<file path="config.mk">
export PLATFORM = sky130hd
export DESIGN_NAME = mcp_controller
export DESIGN_NICKNAME = d
export VERILOG_FILES = /design/src/rtl/mcp_pkg.sv /design/src/rtl/mcp_ctrl_dec.sv /design/src/rtl/mcp_controller.sv
export SDC_FILE = /design/constraint.sdc
export NUM_CORES = 1
export LEC_CHECK = 0
export CORE_MARGIN = 1.5
export CORE_UTILIZATION = 30
export DETAILED_ROUTE_END_ITERATION = 7
export GPL_TIMING_DRIVEN = 0
export PLACE_DENSITY_LB_ADDON = 0.25
export RECOVER_POWER = 50
export SYNTH_ARGS = -nofsm -noshare
export SYNTH_HDL_FRONTEND = slang
export SYNTH_HIERARCHICAL = 1
export SYNTH_SLANG_ARGS = --single-unit
</file>
<file path="constraint.sdc">
create_clock -name clk_i -period 1.85 [get_ports clk_i]
set_clock_uncertainty 0.2 [all_clocks]
set_input_delay 0.2775 -clock clk_i [delete_from_list [all_inputs] [get_ports clk_i]]
set_output_delay 0.2775 -clock clk_i [all_outputs]
set_load 0.1 [all_outputs]
</file>
<file path="src/rtl/mcp_pkg.sv">
// Shared types and encodings for the multicycle MIPS control unit.
// Holds the FSM state enum, opcodes, datapath select codes and the control-word struct.
package mcp_pkg;

  typedef enum logic [3:0] {
    ST_FETCH, ST_DECODE, ST_MEMADR, ST_MEMRD, ST_MEMWB, ST_MEMWR,
    ST_EXEC, ST_ALUWB, ST_ADDIEX, ST_ADDIWB, ST_BRANCH, ST_JUMP
  } state_t;

  localparam logic [5:0] OP_RTYPE = 6'b000000;
  localparam logic [5:0] OP_LW    = 6'b100011;
  localparam logic [5:0] OP_SW    = 6'b101011;
  localparam logic [5:0] OP_BEQ   = 6'b000100;
  localparam logic [5:0] OP_BNE   = 6'b000101;
  localparam logic [5:0] OP_ADDI  = 6'b001000;
  localparam logic [5:0] OP_J     = 6'b000010;

  localparam logic [1:0] PC_ALU    = 2'b00;
  localparam logic [1:0] PC_ALUOUT = 2'b01;
  localparam logic [1:0] PC_JUMP   = 2'b10;

  localparam logic IORD_PC     = 1'b0;
  localparam logic IORD_ALUOUT = 1'b1;

  localparam logic ALUA_PC  = 1'b0;
  localparam logic ALUA_REG = 1'b1;

  localparam logic [1:0] ALUB_REG     = 2'b00;
  localparam logic [1:0] ALUB_FOUR    = 2'b01;
  localparam logic [1:0] ALUB_IMM     = 2'b10;
  localparam logic [1:0] ALUB_IMM_SL2 = 2'b11;

  localparam logic [1:0] ALT_ADD   = 2'b00;
  localparam logic [1:0] ALT_SUB   = 2'b01;
  localparam logic [1:0] ALT_FUNCT = 2'b10;

  // mem_state marks the states that wait on mem_ready_i and gates their commits on it.
  typedef struct packed {
    logic       mem_state;
    logic       mem_req;
    logic       mem_we;
    logic       pc_write;
    logic       br_eq;
    logic       br_ne;
    logic       ir_write;
    logic       rf_we;
    logic       reg_dst;
    logic       mem_to_reg;
    logic       retire;
    logic [1:0] pc_sel;
    logic       iord;
    logic       alu_a;
    logic [1:0] alu_b;
    logic [1:0] alt;
  } ctrl_t;

  function automatic logic op_legal(input logic [5:0] op);
    case (op)
      OP_RTYPE, OP_LW, OP_SW, OP_BEQ, OP_BNE, OP_ADDI, OP_J: op_legal = 1'b1;
      default:                                               op_legal = 1'b0;
    endcase
  endfunction

endpackage

</file>
<file path="src/rtl/mcp_ctrl_dec.sv">
// Combinational state -> control-word decode; no ready/zero/reset gating here.
// Zero latency, no flow control of its own.
module mcp_ctrl_dec
  import mcp_pkg::*;
(
  input  state_t      state_i,
  input  logic [5:0]  op_i,
  output ctrl_t       ctrl_o
);

  always_comb begin
    ctrl_o = '0;
    unique case (state_i)
      ST_FETCH: begin
        ctrl_o.mem_state = 1'b1;
        ctrl_o.mem_req   = 1'b1;
        ctrl_o.iord      = IORD_PC;
        ctrl_o.alu_a     = ALUA_PC;
        ctrl_o.alu_b     = ALUB_FOUR;
        ctrl_o.alt       = ALT_ADD;
        ctrl_o.pc_sel    = PC_ALU;
        ctrl_o.pc_write  = 1'b1;
        ctrl_o.ir_write  = 1'b1;
      end
      ST_DECODE: begin
        ctrl_o.alu_a = ALUA_PC;
        ctrl_o.alu_b = ALUB_IMM_SL2;
        ctrl_o.alt   = ALT_ADD;
      end
      ST_MEMADR, ST_ADDIEX: begin
        ctrl_o.alu_a = ALUA_REG;
        ctrl_o.alu_b = ALUB_IMM;
        ctrl_o.alt   = ALT_ADD;
      end
      ST_MEMRD: begin
        ctrl_o.mem_state = 1'b1;
        ctrl_o.mem_req   = 1'b1;
        ctrl_o.iord      = IORD_ALUOUT;
      end
      ST_MEMWB: begin
        ctrl_o.rf_we      = 1'b1;
        ctrl_o.mem_to_reg = 1'b1;
        ctrl_o.retire     = 1'b1;
      end
      ST_MEMWR: begin
        ctrl_o.mem_state = 1'b1;
        ctrl_o.mem_req   = 1'b1;
        ctrl_o.mem_we    = 1'b1;
        ctrl_o.iord      = IORD_ALUOUT;
        ctrl_o.retire    = 1'b1;
      end
      ST_EXEC: begin
        ctrl_o.alu_a = ALUA_REG;
        ctrl_o.alu_b = ALUB_REG;
        ctrl_o.alt   = ALT_FUNCT;
      end
      ST_ALUWB: begin
        ctrl_o.rf_we   = 1'b1;
        ctrl_o.reg_dst = 1'b1;
        ctrl_o.retire  = 1'b1;
      end
      ST_ADDIWB: begin
        ctrl_o.rf_we  = 1'b1;
        ctrl_o.retire = 1'b1;
      end
      ST_BRANCH: begin
        ctrl_o.alu_a  = ALUA_REG;
        ctrl_o.alu_b  = ALUB_REG;
        ctrl_o.alt    = ALT_SUB;
        ctrl_o.pc_sel = PC_ALUOUT;
        ctrl_o.br_eq  = (op_i == OP_BEQ);
        ctrl_o.br_ne  = (op_i == OP_BNE);
        ctrl_o.retire = 1'b1;
      end
      ST_JUMP: begin
        ctrl_o.pc_sel   = PC_JUMP;
        ctrl_o.pc_write = 1'b1;
        ctrl_o.retire   = 1'b1;
      end
      default: ctrl_o = '0;
    endcase
  end

endmodule

</file>
<file path="src/rtl/mcp_controller.sv">
// Multicycle MIPS control FSM with req/ready memory handshake and optional wait timeout.
// Outputs are same-cycle decodes of state; memory states stall until mem_ready_i or timeout.
module mcp_controller
  import mcp_pkg::*;
#(
  parameter int unsigned MEM_TIMEOUT = 0,
  parameter int unsigned TO_W        = 8
) (
  input  logic        clk_i,
  input  logic        reset_i,
  input  logic [31:0] instr_i32,
  input  logic        zero_i,
  input  logic        mem_ready_i,
  output logic        mem_req_o,
  output logic        mem_we_o,
  output logic        pc_we_o,
  output logic [1:0]  pc_branch_o2,
  output logic        instr_or_data_o,
  output logic        instr_we_o,
  output logic        reg_dst_rtrd_o,
  output logic        mem_to_reg_o,
  output logic        enable_wrf_o,
  output logic        a_alu_input_o,
  output logic [1:0]  b_alu_input_o2,
  output logic [1:0]  alu_alt_ctrl_o2,
  output logic        retire_o,
  output logic        illegal_o,
  output logic        mem_timeout_o
);

  localparam logic [TO_W-1:0] TO_LAST = TO_W'((MEM_TIMEOUT == 0) ? 0 : MEM_TIMEOUT - 1);

  state_t          state_q, state_d;
  logic [TO_W-1:0] cnt_q, cnt_d;
  ctrl_t           ctrl;
  logic [5:0]      op;
  logic            act, to_hit, unused_instr;

  assign op           = instr_i32[31:26];
  assign unused_instr = ^instr_i32[25:0];

  mcp_ctrl_dec u_dec (
    .state_i (state_q),
    .op_i    (op),
    .ctrl_o  (ctrl)
  );

  // Reset gates every strobe combinationally so enables drop the instant reset rises.
  assign act    = ~reset_i;
  assign to_hit = (MEM_TIMEOUT != 0) && ctrl.mem_state && !mem_ready_i && (cnt_q == TO_LAST);
  assign cnt_d  = (ctrl.mem_state && !mem_ready_i && !to_hit) ? cnt_q + TO_W'(1) : '0;

  always_comb begin
    state_d = state_q;
    case (state_q)
      ST_FETCH:  if (mem_ready_i) state_d = ST_DECODE;
      ST_DECODE: begin
        case (op)
          OP_LW, OP_SW:   state_d = ST_MEMADR;
          OP_RTYPE:       state_d = ST_EXEC;
          OP_BEQ, OP_BNE: state_d = ST_BRANCH;
          OP_ADDI:        state_d = ST_ADDIEX;
          OP_J:           state_d = ST_JUMP;
          default:        state_d = ST_FETCH;
        endcase
      end
      ST_MEMADR: state_d = (op == OP_LW) ? ST_MEMRD : ((op == OP_SW) ? ST_MEMWR : ST_FETCH);
      ST_MEMRD: begin
        if (mem_ready_i)  state_d = ST_MEMWB;
        else if (to_hit)  state_d = ST_FETCH;
      end
      ST_MEMWR:  if (mem_ready_i || to_hit) state_d = ST_FETCH;
      ST_EXEC:   state_d = ST_ALUWB;
      ST_ADDIEX: state_d = ST_ADDIWB;
      default:   state_d = ST_FETCH;
    endcase
  end

  always_ff @(posedge clk_i or posedge reset_i) begin
    if (reset_i) begin
      state_q <= ST_FETCH;
      cnt_q   <= '0;
    end else begin
      state_q <= state_d;
      cnt_q   <= cnt_d;
    end
  end

  assign mem_req_o       = act & ctrl.mem_req;
  assign mem_we_o        = act & ctrl.mem_we & ~to_hit;
  assign pc_we_o         = act & ~to_hit &
                           ((ctrl.pc_write & (mem_ready_i | ~ctrl.mem_state)) |
                            (ctrl.br_eq & zero_i) | (ctrl.br_ne & ~zero_i));
  assign instr_we_o      = act & ctrl.ir_write & mem_ready_i;
  assign enable_wrf_o    = act & ctrl.rf_we;
  assign retire_o        = act & ctrl.retire & (mem_ready_i | ~ctrl.mem_state);
  assign illegal_o       = act & (state_q == ST_DECODE) & ~op_legal(op);
  assign mem_timeout_o   = act & to_hit;
  assign pc_branch_o2    = ctrl.pc_sel;
  assign instr_or_data_o = ctrl.iord;
  assign reg_dst_rtrd_o  = ctrl.reg_dst;
  assign mem_to_reg_o    = ctrl.mem_to_reg;
  assign a_alu_input_o   = ctrl.alu_a;
  assign b_alu_input_o2  = ctrl.alu_b;
  assign alu_alt_ctrl_o2 = ctrl.alt;

endmodule
</file>
-- After elaboration in Yosys (flattened, before gate mapping)
Index checks and enable logic that the tools add are counted.
- register bits: 4
- output and inout port bits: 18
- input port bits: 36
- word-level logic and storage cells: 73
- muxes and demuxes: 20
- bitwise logic cells: 20
- equal/unequal tests: 20
- reductions and logical operators: 12
- operators by type and width (operator ; number):
    $pmux W4 S7 ; 1
    $pmux W5 S5 ; 1
    $pmux W4 S5 ; 1
    $eq A4 B3 Y1 const B ; 4
    $eq A4 B4 Y1 const B ; 4
    $and A1 B1 Y1 ; 13
    $eq A6 B3 Y1 const B ; 2
    $eq A6 B6 Y1 const B ; 2
    $mux W4 ; 3
    $reduce_or A2 Y1 ; 5
    $mux W1 ; 9
    $eq A4 B2 Y1 const B ; 2
    $reduce_or A7 Y1 ; 1
    $eq A6 B2 Y1 const B ; 1
    $eq A6 B4 Y1 const B ; 1
    $logic_not A6 Y1 ; 1
    $mux W3 ; 2
    $ne A2 B2 Y1 const B ; 3
    $reduce_or A3 Y1 ; 2
    $reduce_or A6 Y1 ; 1
    $eq A4 B1 Y1 const B ; 1
    $logic_not A4 Y1 ; 1
    $mux W2 ; 2
    $not A1 Y1 ; 4
    other kinds (3) ; 5

-- Longest topological paths before layout
- depth after elaboration: 9
- mapped depth: 7
- depth with buffers taken out: 5

-- Hierarchy
The synthesis kept the hierarchy.
- modules (own cells, without submodules) (module ; times used ; area an instance (µm²) ; cells each ; seq. area each (µm²)):
    mcp_controller ; 1 ; 445.4 ; 61 ; 100.1
    mcp_ctrl_dec ; 1 ; 246.5 ; 40 ; 0.0

-- Least setup slack after synthesis
OpenSTA, ideal clock, no wires.
- path type: register -> output
- from: reg state_q[3]
- to: out b_alu_input_o2[1]
- path slack: -1776 ps
- stages on the path, launching flop included: 3
- required time: 1372 ps
- buffers on the path: 0
- arrival: 3148 ps
- cell sequence: dfrtp_1 -> nand2b_1 -> a311oi_1
- cells in the longest elaborated chain, start to end: 3
- ends and longest elaborated chain (element ; RTL line ; RTL):
    from (decl) ; mcp_controller.sv:33 ; state_t state_q, state_d;
    from (signal assigned) ; mcp_controller.sv:84 ; state_q <= state_d;
    $eq A4 B2 Y1 or $eq A4 B4 Y1 (tied branches) ; mcp_ctrl_dec.sv:13 ; unique case (state_i)
    $reduce_or A2 Y1 ; mcp_ctrl_dec.sv:13 ;
    $pmux W5 S5 * ; mcp_ctrl_dec.sv:13 ;
    to (decl) ; mcp_controller.sv:24 ; output logic [1:0] b_alu_input_o2,
Every way passes the cells marked *; elsewhere a longest branch is shown, timed or not.

==> impl_metrics.tcl <==
set metrics [dict create \
    max_slew_margin_pct 65.6 \
    synth.avg_cell_area_um2 6.85 \
    grt-ovfl-total 0 \
    ios 54 \
    finalCritPeriodShare_pct 127 \
    crit_path_max_fanout 4 \
    fin_cells 182 \
    vias 984 \
    fp.dieH_um 51.0 \
    grt_antenna_before_repair 0 \
    routed_via_density 5.41 \
    clk_latency_ns 0.23 \
    htreeDepth 1 \
    arrival_ns 1.87 \
    synthArstFlopShare_pct 100 \
    wl_per_cell_um 15.8 \
    largest-register "state_q" \
    worst_slew_pin_slew_ns 0.516 \
    synthToLayoutAreaGrowth_pct 143 \
    pre_cts_ws_ns -1.63 \
    die-width_um 51.0 \
    largest_reg_flops 4 \
    fmax_mhz 426 \
    layout.nets 192 \
    grt_max_degree 11 \
    timing.rr.start "state_q[3]$_DFFE_PP0P_" \
    clock-sinks 4 \
    hold_class "input pin to async pin" \
    grt_usage_pct 19.8 \
    setup_viol 15 \
    yosysWarnings 6 \
    finalHoldViolations 0 \
    p_leak_nw 0.678 \
    place.detailed.hpwl_mm 1.42 \
    layout-drive-gt1-share_pct 63.6 \
    synth.distinct_cells 41 \
    r2r-end "state_q[0]$_DFFE_PP0P_" \
    status "complete, but fails checks" \
    cts_hold_buf 0 \
    ys_seq_area_share_pct 14.5 \
    crit_path_start_kind "register" \
    worst_slack_ns -0.497 \
    cts_tree "yes" \
    clk_pin_slew_ns 0.03 \
    cts_made_buffers 3 \
    crit_required_ns 1.37 \
    diodes 0 \
    start_util_pct 31.6 \
    first_global_vias 918 \
    vdd_drop_max_mv 0.860 \
    layout_min_cycle_time_ns 2.35 \
    synth-edff-count 0 \
    drc 0 \
    drtPass1Iterations 4 \
    worstSetupPathType "register to primary output" \
    clock-root-buffer "clkbuf_4" \
    worstSetupEndpointType "primary output" \
    dieArea_um2 2600 \
    port_buffers 26 \
    grt_pass1_wl_mm 4.06 \
    cts_buffer_depth 2 \
    drtIter0Drc 22 \
    power-per-cell-area_nw_per_um2 1080 \
    routabilityCongestion 0.853 \
    ys_seq_elements 4 \
    slew_viol_final 0 \
    core_area_um2 2190 \
    syn_area_um2 692 \
    n_fill_cell 142 \
    ys.flop_type "dfrtp_1" \
    syn_inst 101 \
    reg_top3 "state_q x4" \
    r2r_cells 7 \
    rsz0062_at_grt "true" \
    r2r_setup_slack_ns -0.15 \
    totalWireLength_mm 2.87 \
    syn-num-nets 137 \
    num_rows 17 \
    place_inst 155 \
    drv_cap 0 \
    ant_nets 0 \
    violations "setup timing" \
]
logic make-up (layout without fill, tap and decap cells):
kind of cell | count (synthesis) | count (layout) | share of synthesized area [%]
AO/OA/AOI/OAI | 26 | 26 | 25.5
XOR/XNOR | 3 | 3 | 3.80
buffers and inverters | 13 | 66 | 9.76
flip-flops | 4 | 4 | 14.5
multiplexers | 1 | 1 | 1.45
other | 1 | 1 | 0.542
AND/OR/NAND/NOR | 53 | 53 | 44.5
worst max-delay path by stage:
stage	startpoint	end	slack, ns	depth (start not counted)
after floorplan	state_q[3]$_DFFE_PP0P_	pc_we_o	-0.39	4
after global placement	instr_i32[30]	pc_we_o	-1.62	6
after detailed placement	instr_i32[30]	pc_we_o	-1.63	6
after CTS	state_q[3]$_DFFE_PP0P_	pc_we_o	-0.50	7
after global routing	state_q[1]$_DFFE_PP0P_	pc_we_o	-0.54	7
final	state_q[1]$_DFFE_PP0P_	pc_we_o	-0.50	7
Yosys cell counts, types with 2 or more instances:
library cell / count / share of area [%]
nor2_1: 16 / 8.7
nand2b_1: 12 / 11
inv_1: 7 / 3.8
o21ai_0: 6 / 4.3
a21oi_1: 5 / 3.6
dfrtp_1: 4 / 14
nor2b_1: 4 / 3.6
nor3_1: 4 / 2.9
buf_2: 3 / 2.2
nor4_1: 3 / 2.7
buf_4: 2 / 2.2
o21ai_2: 2 / 2.5
o22ai_1: 2 / 1.8
or3_1: 2 / 1.8
or4_4: 2 / 3.3
xor2_1: 2 / 2.5
layout make-up:
cell class                 instances  area (um2)  area share [%]
buffer                             5        42.5            2.53
clock buffer                       3        22.5            1.34
inverter                           7        28.8            1.71
multi-input combinational         84         821            48.7
sequential                         4         104            6.17
tap                               28        35.0            2.08
timing repair buffer              51         631            37.4
per-layer routing:
layer | part of all wire, % | global-route usage, % | up-vias
met4 | 1.1 | 5.41 | 0
met2 | 58 | 37.4 | 30
met5 | 0 | 0 | -
met3 | 3.7 | 1.75 | 4
li1 | - | - | 470
met1 | 38 | 23.4 | 480
power breakdown:
part / switching [W] / internal, W / total [W]
sequential: 0.0000181 / 0.000107 / 0.000125
clock: 0.0000285 / 0.0000720 / 0.000101
combinational: 0.000938 / 0.000655 / 0.00159
total: 0.000985 / 0.000834 / 0.00182
layout by cell type (no fill, tap or decap), drive strengths merged, types with 3 or more instances in the layout:
cell | Yosys | layout
nor2b | 4 | 4
o21ai | 8 | 8
nor2 | 16 | 16
buf | 6 | 47
a21oi | 5 | 5
nor3 | 4 | 4
nand2b | 12 | 12
nor4 | 3 | 3
dlygate4sd2 | 0 | 5
clkbuf | 0 | 3
inv | 7 | 7
dfrtp | 4 | 4
what timing repair did:
item                                    in CTS  in global routing
pin swaps                                    7                  9
endpoints found under the setup margin      19                 19
gates resized for setup                    160                 36
setup buffers                               16                  9
endpoints found under the hold margin        0                  0
worst max-delay path, cell delays in order, from the launching register on:
cell and delay, ns:
dfrtp_2 0.41, or4_4 0.56, o21ai_2 0.09, buf_4 0.14, inv_4 0.04, o21ai_4 0.14
a21oi_4 0.08, buf_12 0.19
through the flow:
| step | total power, W | hold slack (ns) | util, % | setup TNS [ns] | area [um2] |
|---|---|---|---|---|---|
| 5_1_grt | 0.00190 | 0.174 | 76.9 | -4.38 | 1680 |
| 4_1_cts | 0.00164 | 0.140 | 66.6 | -2.37 | 1460 |
| 3_3_place_gp | 0.00126 | 0.529 | 52.3 | -16.33 | 1150 |
| 2_1_floorplan | 0.00107 | -0.130 | - | -3.06 | 851 |
| 3_5_place_dp | 0.00126 | 0.537 | 52.3 | -16.54 | 1150 |
| 6_report | 0.00182 | 0.155 | 76.9 | -3.70 | 1680 |
(Power assumes the default switching activity.)
